--- config.mk ---
export PLATFORM = sky130hd
export DESIGN_NAME = mem_bus_arbiter
export DESIGN_NICKNAME = d
export VERILOG_FILES = /design/src/rtl/mem_bus_pkg.sv /design/src/rtl/mem_arb_grant.sv /design/src/rtl/mem_bus_arbiter.sv
export SDC_FILE = /design/constraint.sdc
export NUM_CORES = 1
export LEC_CHECK = 0
export CAP_MARGIN = 10
export CELL_PAD_IN_SITES_DETAIL_PLACEMENT = 1
export CELL_PAD_IN_SITES_GLOBAL_PLACEMENT = 2
export CORE_MARGIN = 5
export CORE_UTILIZATION = 27
export CTS_CLUSTER_SIZE = 25
export DETAILED_ROUTE_END_ITERATION = 8
export GPL_TIMING_DRIVEN = 0
export MAX_ROUTING_LAYER = met4
export PLACE_DENSITY = 0.95
export REMOVE_ABC_BUFFERS = 1
export SLEW_MARGIN = 5
export SYNTH_ARGS = -nofsm -noshare
export SYNTH_HDL_FRONTEND = slang
export SYNTH_SLANG_ARGS = --single-unit
--- constraint.sdc ---
create_clock -name clk -period 12.3 [get_ports clk]
set_input_delay 2.46 -clock clk [delete_from_list [all_inputs] [get_ports clk]]
set_output_delay 2.46 -clock clk [all_outputs]
set_load 0.005 [all_outputs]
--- src/rtl/mem_bus_pkg.sv ---
// Shared types and default widths for the CPU memory-port arbiter.
package mem_bus_pkg;

  localparam int DEF_ADDR_WIDTH      = 32;
  localparam int DEF_DATA_WIDTH      = 32;
  localparam int DEF_MAX_DATA_STREAK = 4;

  typedef enum logic [1:0] {
    IDLE,
    REQ,
    WAIT
  } state_t;

  typedef enum logic [1:0] {
    NONE,
    FETCH,
    DATA
  } owner_t;

endpackage

--- src/rtl/mem_arb_grant.sv ---
// Grant decision between fetch and data requesters, with a bounded data-streak
// counter so a waiting fetch is eventually served.
module mem_arb_grant import mem_bus_pkg::*; #(
  parameter int MAX_DATA_STREAK = DEF_MAX_DATA_STREAK
) (
  input  logic   clk,
  input  logic   reset,
  input  logic   if_valid,
  input  logic   d_valid,
  input  logic   accept,
  output owner_t grant
);

  localparam int SW = $clog2(MAX_DATA_STREAK + 1);

  logic [SW-1:0] streak;
  logic          fetch_forced;

  assign fetch_forced = if_valid && (streak == SW'(MAX_DATA_STREAK));

  always_comb begin
    grant = NONE;
    if (d_valid && !fetch_forced) begin
      grant = DATA;
    end else if (if_valid) begin
      grant = FETCH;
    end
  end

  // Streak only grows while fetch is actually waiting behind a data grant.
  always_ff @(posedge clk or posedge reset) begin
    if (reset) begin
      streak <= '0;
    end else if (accept) begin
      if (grant == DATA && if_valid) begin
        if (streak != SW'(MAX_DATA_STREAK)) begin
          streak <= streak + SW'(1);
        end
      end else begin
        streak <= '0;
      end
    end
  end

endmodule

--- src/rtl/mem_bus_arbiter.sv ---
// Single-outstanding arbiter sharing the memory port between instruction fetch
// and load/store; holds the FSM, request latch and response routing.
module mem_bus_arbiter import mem_bus_pkg::*; #(
  parameter int ADDR_WIDTH      = DEF_ADDR_WIDTH,
  parameter int DATA_WIDTH      = DEF_DATA_WIDTH,
  parameter int MAX_DATA_STREAK = DEF_MAX_DATA_STREAK
) (
  input  logic                    clk,
  input  logic                    reset,
  input  logic                    if_req_valid,
  input  logic [ADDR_WIDTH-1:0]   if_req_addr,
  output logic                    if_req_ready,
  output logic                    if_rsp_valid,
  output logic [DATA_WIDTH-1:0]   if_rsp_data,
  input  logic                    d_req_valid,
  input  logic [ADDR_WIDTH-1:0]   d_req_addr,
  input  logic                    d_req_we,
  input  logic [DATA_WIDTH-1:0]   d_req_wdata,
  input  logic [DATA_WIDTH/8-1:0] d_req_wstrb,
  output logic                    d_req_ready,
  output logic                    d_rsp_valid,
  output logic [DATA_WIDTH-1:0]   d_rsp_data,
  output logic                    mem_req_valid,
  output logic [ADDR_WIDTH-1:0]   mem_req_addr,
  output logic                    mem_req_we,
  output logic [DATA_WIDTH-1:0]   mem_req_wdata,
  output logic [DATA_WIDTH/8-1:0] mem_req_wstrb,
  input  logic                    mem_req_ready,
  input  logic                    mem_rsp_valid,
  input  logic [DATA_WIDTH-1:0]   mem_rsp_data
);

  state_t state, state_nx;
  owner_t owner, grant;
  logic   accept;
  logic   rsp_done;

  mem_arb_grant #(
    .MAX_DATA_STREAK(MAX_DATA_STREAK)
  ) u_grant (
    .clk      (clk),
    .reset    (reset),
    .if_valid (if_req_valid),
    .d_valid  (d_req_valid),
    .accept   (accept),
    .grant    (grant)
  );

  // A grant implies the matching valid, so ready alone marks the handshake.
  assign if_req_ready  = (state == IDLE) && (grant == FETCH);
  assign d_req_ready   = (state == IDLE) && (grant == DATA);
  assign accept        = if_req_ready || d_req_ready;
  assign mem_req_valid = (state == REQ);
  assign rsp_done      = (state == WAIT) && mem_rsp_valid;

  always_ff @(posedge clk or posedge reset) begin
    if (reset) begin
      state <= IDLE;
    end else begin
      state <= state_nx;
    end
  end

  always_comb begin
    state_nx = state;
    case (state)
      IDLE:    if (accept)        state_nx = REQ;
      REQ:     if (mem_req_ready) state_nx = WAIT;
      WAIT:    if (mem_rsp_valid) state_nx = IDLE;
      default: state_nx = IDLE;
    endcase
  end

  // Fetches never write, so their we/wstrb/wdata are forced to zero.
  always_ff @(posedge clk or posedge reset) begin
    if (reset) begin
      owner         <= NONE;
      mem_req_addr  <= '0;
      mem_req_we    <= 1'b0;
      mem_req_wdata <= '0;
      mem_req_wstrb <= '0;
    end else if (accept) begin
      owner <= grant;
      if (grant == DATA) begin
        mem_req_addr  <= d_req_addr;
        mem_req_we    <= d_req_we;
        mem_req_wdata <= d_req_wdata;
        mem_req_wstrb <= d_req_wstrb;
      end else begin
        mem_req_addr  <= if_req_addr;
        mem_req_we    <= 1'b0;
        mem_req_wdata <= '0;
        mem_req_wstrb <= '0;
      end
    end else if (rsp_done) begin
      owner <= NONE;
    end
  end

  always_ff @(posedge clk or posedge reset) begin
    if (reset) begin
      if_rsp_valid <= 1'b0;
      if_rsp_data  <= '0;
      d_rsp_valid  <= 1'b0;
      d_rsp_data   <= '0;
    end else begin
      if_rsp_valid <= 1'b0;
      d_rsp_valid  <= 1'b0;
      if (rsp_done) begin
        if (owner == FETCH) begin
          if_rsp_valid <= 1'b1;
          if_rsp_data  <= mem_rsp_data;
        end else if (owner == DATA) begin
          d_rsp_valid <= 1'b1;
          d_rsp_data  <= mem_rsp_data;
        end
      end
    end
  end

endmodule
==> results, run 1 <==
- The flow ran to the end, and the final reports show no timing, DRC or antenna violations.
- In this run the worst path has a maximum fanout of 39.
- The number of buffers on the longest clock path is 2.
- Entering global routing, the biggest net connects 76 pins.
- The final count of hold timing violations is 0.
- The share of the synthesized area in the top cell type is 60.9%.
- The average wire per standard cell is 19.6 um.
- The overall die area is 24600 um^2.
- The quantity of I/O buffers inserted on ports is 276.
- STA classifies the critical path endpoint as an output port.
- For this design the ratio of total power to cell area is 240 nW/um^2.
- In this run the count of I/O pins placed on the die edge is 277.
- The netlist uses 30 different library cells.
- Setup violations remaining at the end of the flow were counted as 0.
- Setup repair after global routing left no endpoint under its margin.
- The proportion of synthesized chip area in sequential cells is 60.9%.
- Clock latency on the worst-skew pair, taken at its later pin, is 0.41 ns.
- The number of CTS-inserted buffers is 17.
- The detailed-route DRC error count is 0.
- The final core utilization is 44.8%.
- The share of flip-flops with an asynchronous set or reset after synthesis is 100%.
- STA classifies the critical path startpoint as an input pin.
- Of the cells placed in the final design, the portion with a size suffix greater than 1 is 15.6%.
- The number of instances resized during post-cts repair is 0.
- The peak per-stage delay on the critical path is 0.84 ns.
- The critical path class is in -> out.
- The signal on the critical path passes through clkdlybuf4s50_1, nand3_2, and3_2, clkdlybuf4s50_1.
- The synthesized design contains 0 enable-type register cells.
- Clock tree synthesis found a total of 142 sinks.
- For this design, the CTS-stage hold fixing added 0 buffers.
- The via count of the first global-routing pass came to 5263.
- The post-route clock skew is 0.00899 ns.
- Across the VDD grid, the largest voltage drop is 0.0858 mV.
- The cell row count is 53.
- The initial utilization of the core area, before any placement, comes to 27.6%.
- Overall power consumption after layout is estimated at 2270 uW.
- The number of antenna violations at the first check in global routing was 0.
- The final weighted congestion of routability-driven global placement is 0.730.
- The total wirelength of the detailed-routed design is 19.5 mm.
- The mean cell area of the mapped netlist is 13.1 um^2.
- Max-cap violations in this run came to 0.
- Measured along the x axis, the die boundary spans 157 um.
- The repair_antennas step left the layout with diodes totalling 0.
- By instance count, the cell type seen most on the critical path is sky130_fd_sc_hd__clkdlybuf4s50_1.
- The final global-route overflow total is 0.
- Post-CTS timing repair inserted 0 buffers for setup.
- The HPWL after detailed placement is 13.9 mm.
- Summing every instance area after synthesis gives 5830 um^2.
- For this run, the leading register cell type out of synthesis is sky130_fd_sc_hd__dfrtp_1.
- From bottom edge to top edge, the die measures 157 um.
- In the global route stage, overall resource usage came out at 16.0%.
- The total core area is 21200 um^2.
- The H-tree was split into 4 levels.
- Counting instances in the post-synthesis netlist gives the leading cell types as 142 x sky130_fd_sc_hd__dfrtp_1, 62 x sky130_fd_sc_hd__mux2_2, 38 x sky130_fd_sc_hd__a22o_1, 36 x sky130_fd_sc_hd__inv_1, 34 x sky130_fd_sc_hd__nand3_1.
- The arrival time of the worst setup path is 5.14 ns.
- The most common cell in the synthesized netlist is sky130_fd_sc_hd__dfrtp_1.
- For this run, the post-layout net count is 847.
- The number of cells on the worst reg-to-reg path is 5.
- After layout, the minimum clock period comes to 7.60 ns.
- The cell type contributing the most total cell area after synthesis is sky130_fd_sc_hd__dfrtp_1.
- For the pin with the worst max-slew slack, the measured transition is 0.917 ns.
- Relative to the synthesized area, the layout overhead comes to 62.5%.
- The tree is rooted in a sky130_fd_sc_hd__clkbuf_16.
- The clock tree from TritonCTS is built.
- The number of standard cells after synthesis is 444.
- Dividing the final minimum period by the clock period gives 61.8%.
- Ranked by total cell area, the synthesized netlist is headed by sky130_fd_sc_hd__dfrtp_1 61%, sky130_fd_sc_hd__mux2_2 12%, sky130_fd_sc_hd__a22o_1 5.7%.
- The worst-case headroom to the max-slew limit is 38.8%.
- The final count of pins violating max slew is 0.
- The first global-routing pass estimated 29.9 mm of wire.
- The highest clock frequency the design can meet is 131 MHz.
- Counting flops and latches in the post-synthesis netlist gives 142.
- For this run, the detailed router's first-pass iteration total came to 5.
- The worst hold path depth is 1.
- The reported leakage power is 0.00404 uW.
- The endpoint required time on the critical path is 9.84 ns.
- In this run the remaining antenna-violating nets after routing total 0.
- The class of the worst hold path is reg -> reg.
- Across all layers, the routed design uses 4712 vias.
- Adding up every negative setup slack in the final design gives 0 ns.
- The Yosys step of the flow raised 0 warnings.
- The clock transition time at the flip-flop clock pins of the worst setup and hold paths is 0.06 ns.
- After detailed routing, the number of vias per cell comes to 4.74.
- In this run, the number of DRC markers left after iteration 0 of detailed routing was 198.
- The cell with the biggest individual delay on the critical path is sky130_fd_sc_hd__and3_2.
## worst paths after layout
check	slack, ns	startpoint	endpoint
worst max-delay path	4.70	if_req_valid	d_req_ready
max in group asynchronous	8.97	reset	mem_req_wdata[30]
worst max register to register	9.65	u_grant.streak[0]	owner[1]
worst min register to register	0.49	if_rsp_data[26]	if_rsp_data[26]
worst min-delay path	0.49	if_rsp_data[26]	if_rsp_data[26]
min in group asynchronous	2.52	reset	if_rsp_valid
## critical path: cells and delay by family
| kind | cells | cell delay [ns] |
|---|---|---|
| AND/OR/NAND/NOR | 2 | 1.56 |
| buffers and inverters | 2 | 1.10 |
## report_power, final
group / total [uW] / switching, uW / internal [uW]
registers: 792 / 117 / 675
clock network: 535 / 212 / 324
logic: 944 / 364 / 580
## sequential cells by signal, summed over array words and instances (netlist names)
signal          cells
if_rsp_valid        1
mem_req_wstrb       4
mem_req_we          1
d_rsp_data         32
mem_req_wdata      32
state               2
u_grant.streak      3
d_rsp_valid         1
owner               2
if_rsp_data        32
mem_req_addr       32
## cells in the final DEF (no fill, tap or decap), types with 2 or more instances in the layout
cell type / n
sky130_fd_sc_hd__clkinv_4: 2
sky130_fd_sc_hd__mux2_1: 2
sky130_fd_sc_hd__inv_6: 5
sky130_fd_sc_hd__clkdlybuf4s50_1: 275
sky130_fd_sc_hd__a22o_1: 38
sky130_fd_sc_hd__buf_8: 4
sky130_fd_sc_hd__buf_16: 2
sky130_fd_sc_hd__bufinv_16: 3
sky130_fd_sc_hd__nand4_1: 32
sky130_fd_sc_hd__a32o_1: 2
sky130_fd_sc_hd__inv_1: 35
sky130_fd_sc_hd__nor3b_4: 2
sky130_fd_sc_hd__o221ai_1: 32
sky130_fd_sc_hd__clkbuf_16: 17
sky130_fd_sc_hd__ha_1: 2
sky130_fd_sc_hd__mux2_2: 62
sky130_fd_sc_hd__dfrtp_1: 142
sky130_fd_sc_hd__nor2b_1: 2
sky130_fd_sc_hd__and2_1: 3
sky130_fd_sc_hd__nand3_1: 34
sky130_fd_sc_hd__clkinvlp_4: 3
## routing by layer
metal	vias to the layer above	wire (um)	track usage, %
met1	2331	8190	20.1
met4	0	277	4.26
met3	15	1570	4.32
li1	2173	-	-
met2	193	9430	25.8
met5	-	0	-
## final cells by class
cell class | count | area, um^2
inverters | 36 | 140
fillers | 2220 | 11700
multi-input cells | 226 | 1940
clock inverters | 14 | 181
flip-flops and latches | 142 | 3550
well taps | 275 | 344
clock buffers | 18 | 429
repair buffers | 283 | 2890
## through the flow
step           hold WS (ns)  setup slack [ns]  cell area [um^2]  std cells
6_report              0.488              4.70              9480        994
5_1_grt               0.512              4.56              9480        994
4_1_cts               0.493              4.69              9480        994
3_5_place_dp          0.477              4.70              8870        962
3_3_place_gp          0.473              3.72              8720        955
2_1_floorplan         0.483              6.03              5610        404
## logic make-up after synthesis
logic type | Yosys count | share of synthesized area (%)
AO/OA/AOI/OAI | 77 | 11.5
adder cells (fa/ha/maj) | 2 | 0.429
buffers and inverters | 76 | 6.05
flip-flops | 142 | 60.9
multiplexers | 64 | 12.4
AND/OR/NAND/NOR | 83 | 8.73
(Power assumes the default switching activity.)
==> inputs of run 2 (changes only) <==
Settings changed: CORE_UTILIZATION 27 to 25, PLACE_DENSITY 0.95 to 0.91.
Clock period 12.3 ns to 7.7 ns, I/O delays scaled along.
==> run 2 against run 1 <==
Compared with the run above:
- critical path depth did not move
- non-clock buffer count fell by 1
- clock power rose by 56%
- die area rose by 7.5%
- critical endpoint unchanged
- highest routed layer unchanged
==> results, run 2 (same netlist as run 1, synthesis figures left out) <==
- For the final database, setup skew stands at 0.0103 ns.
- Across all register-to-register paths, the minimum setup slack is 5.08 ns.
- The class of the worst hold path is reg -> reg.
- After clock tree synthesis, the setup repair step added 0 buffers.
- After layout, the worst path uses 74.0% of the clock period.
- STA puts the critical path data arrival time at 4.16 ns.
- The floorplan step set the die height to 163 um.
- For this run, the detailed router's first-pass iteration total came to 4.
- The number of instances resized during post-cts repair is 0.
- The peak per-stage delay on the critical path is 0.82 ns.
- The overall die area is 26500 um^2.
- The first global-routing pass estimated 29.9 mm of wire.
- The x dimension of the die is 163 um.
- For this design the ratio of total power to cell area is 378 nW/um^2.
- The number of endpoints failing setup at the final stage is 0.
- Headroom to the max-slew limit came out at 40.5%.
- The smallest clock period supported by the final layout is computed as 5.70 ns.
- The detailed-route DRC error count is 0.
- The final count of pins violating max slew is 0.
- The critical path class is in -> out.
- Once layout is complete, the utilization of the core stands at 41.8%.
- The number of clock buffers added by TritonCTS is 17.
- OpenSTA, run right after detailed placement, puts the worst setup slack at 1.94 ns.
- The clock tree from TritonCTS is built.
- The worst-case vdd ir drop is 0.143 mV.
- Input and output buffers added on the ports amount to 276.
- Traced cell by cell, the critical path runs through clkdlybuf4s50_1, nand3_2, and3_2, clkdlybuf4s50_1.
- The cell that appears most often on the critical path is sky130_fd_sc_hd__clkdlybuf4s50_1.
- Following the worst setup path forward leads to its endpoint at d_req_ready.
- The startpoint of the worst setup timing path is if_req_valid.
- The H-tree was split into 4 levels.
- The clock passes through at most 2 buffers.
- The number of vias per cell after detailed routing is 4.60.
- For the pin with the worst max-slew slack, the measured transition is 0.892 ns.
- The startpoint type of the worst setup path is an input pin.
- The slowest stage of the critical path is the sky130_fd_sc_hd__and3_2 cell.
- Of the cells placed in the final design, the portion with a size suffix greater than 1 is 15.7%.
- At the end of the flow, the number of nets in the layout was 846.
- Dividing the detail-routed wire length by the instance count gives 18.9 um.
- The endpoint kind of the worst setup timing path is an output port.
- Summed over all layers, the routed wires come to 19.5 mm.
- The reported leakage power is 0.00404 uW.
- Counting the fill cells in the layout gives 2426.
- The final count of hold timing violations is 0.
- The I/O pin count is 277.
- Clock-pin slew was measured on the worst setup and hold paths at 0.06 ns.
- Routability-driven placement finished with a final weighted congestion of 0.734.
- For this run, the total global-route usage over all layers was measured as 14.9%.
- The peak fanout along the critical path is 39.
- The cell depth of the worst flop-to-flop path is 5.
- At the later pin of the worst-skew pair, clock insertion delay measures 0.42 ns.
- The final global-route overflow total is 0.
- The total area inside the core boundary comes to 22800 um^2.
- The count of clock tree sinks is 142.
- The HPWL after detailed placement is 13.8 mm.
- Compared with the post-synthesis result, the final layout area differs by 63.1%.
- The starting density of the core is 25.6%.
- The startpoint identified for the worst register-to-register timing path is u_grant.streak[0].
- For this block, the via count after detailed routing is 4749.
- The run finished with clean final reports.
- The tool flagged a number of max-cap violations equal to 0.
- Setup repair after global routing left no endpoint under its margin.
- The tree is rooted in a sky130_fd_sc_hd__clkbuf_16.
- The number of antenna violations at the first check in global routing is 0.
- The detail route stage leaves a number of antenna-violating nets equal to 0.
- The DRC marker count from the first detailed-route iteration is 177.
- The largest net degree at the start of global routing is 82.
- The cell row count is 55.
- The endpoint identified for the worst register-to-register timing path is owner[1].
- Timing would allow up to 175 MHz.
- The via count of the first global-routing pass is 5176.
- Once routing completed, OpenROAD measured the worst setup slack at 2.00 ns.
- The most common library cell in the layout ignoring fill and taps is sky130_fd_sc_hd__clkdlybuf4s50_1.
- The setup total negative slack is 0 ns.
- The endpoint required time on the critical path is 6.16 ns.
- In the layout the commonest cells are 275 x sky130_fd_sc_hd__clkdlybuf4s50_1, 142 x sky130_fd_sc_hd__dfrtp_1, 62 x sky130_fd_sc_hd__mux2_2, 38 x sky130_fd_sc_hd__a22o_1, 35 x sky130_fd_sc_hd__inv_1.
- Hold repair after CTS inserted 0 buffers.
-- run 2: metrics by stage --
step | hold WS (ns) | total power (uW) | cell area (um^2) | instances
2_1_floorplan | 0.483 | 1830 | 5610 | 404
3_3_place_gp | 0.470 | 2740 | 8770 | 993
3_5_place_dp | 0.493 | 2810 | 8910 | 999
4_1_cts | 0.509 | 3670 | 9510 | 1031
5_1_grt | 0.517 | 3830 | 9510 | 1031
6_report | 0.500 | 3600 | 9510 | 1032
-- run 2: report_power, final --
part	switching [uW]	total, uW	internal [uW]
clock	370	833	463
sequential	190	1270	1080
combinational	577	1500	921
-- run 2: final cells by class --
cell class	count	area, um^2	area share, %
antenna	1	2.50	0.0263
clock buffer	17	425	4.47
inverter	36	140	1.47
clock inverter	15	170	1.79
tap	313	392	4.12
timing repair buffer	282	2890	30.4
sequential	142	3550	37.4
multi-input combinational	226	1940	20.4
-- run 2: critical path: cells and delay by family --
kind	cells	cell delay (ns)
simple gates	2	1.51
buf+inv	2	1.09
-- run 2: metal layers --
layer	vias to the layer above	global-route usage [%]	wire length, um
li1	2170	-	-
met1	2359	18.5	8340
met2	203	23.5	9420
met3	17	4.86	1460
met4	0	4.04	244
met5	-	-	0
-- run 2: how the worst min path moves through the flow --
| stage | slack, ns | to | startpoint | cells after the start |
|---|---|---|---|---|
| detailed placement | 0.49 | mem_req_wdata[26] | mem_req_wdata[26] | 1 |
| CTS | 0.51 | mem_req_wdata[14] | mem_req_wdata[14] | 1 |
| global route | 0.52 | mem_req_wdata[6] | mem_req_wdata[6] | 1 |
| global placement | 0.47 | d_rsp_data[26] | d_rsp_data[26] | 1 |
| finish | 0.50 | mem_req_wdata[14] | mem_req_wdata[14] | 1 |
| floorplan | 0.48 | d_rsp_data[26] | d_rsp_data[26] | 1 |
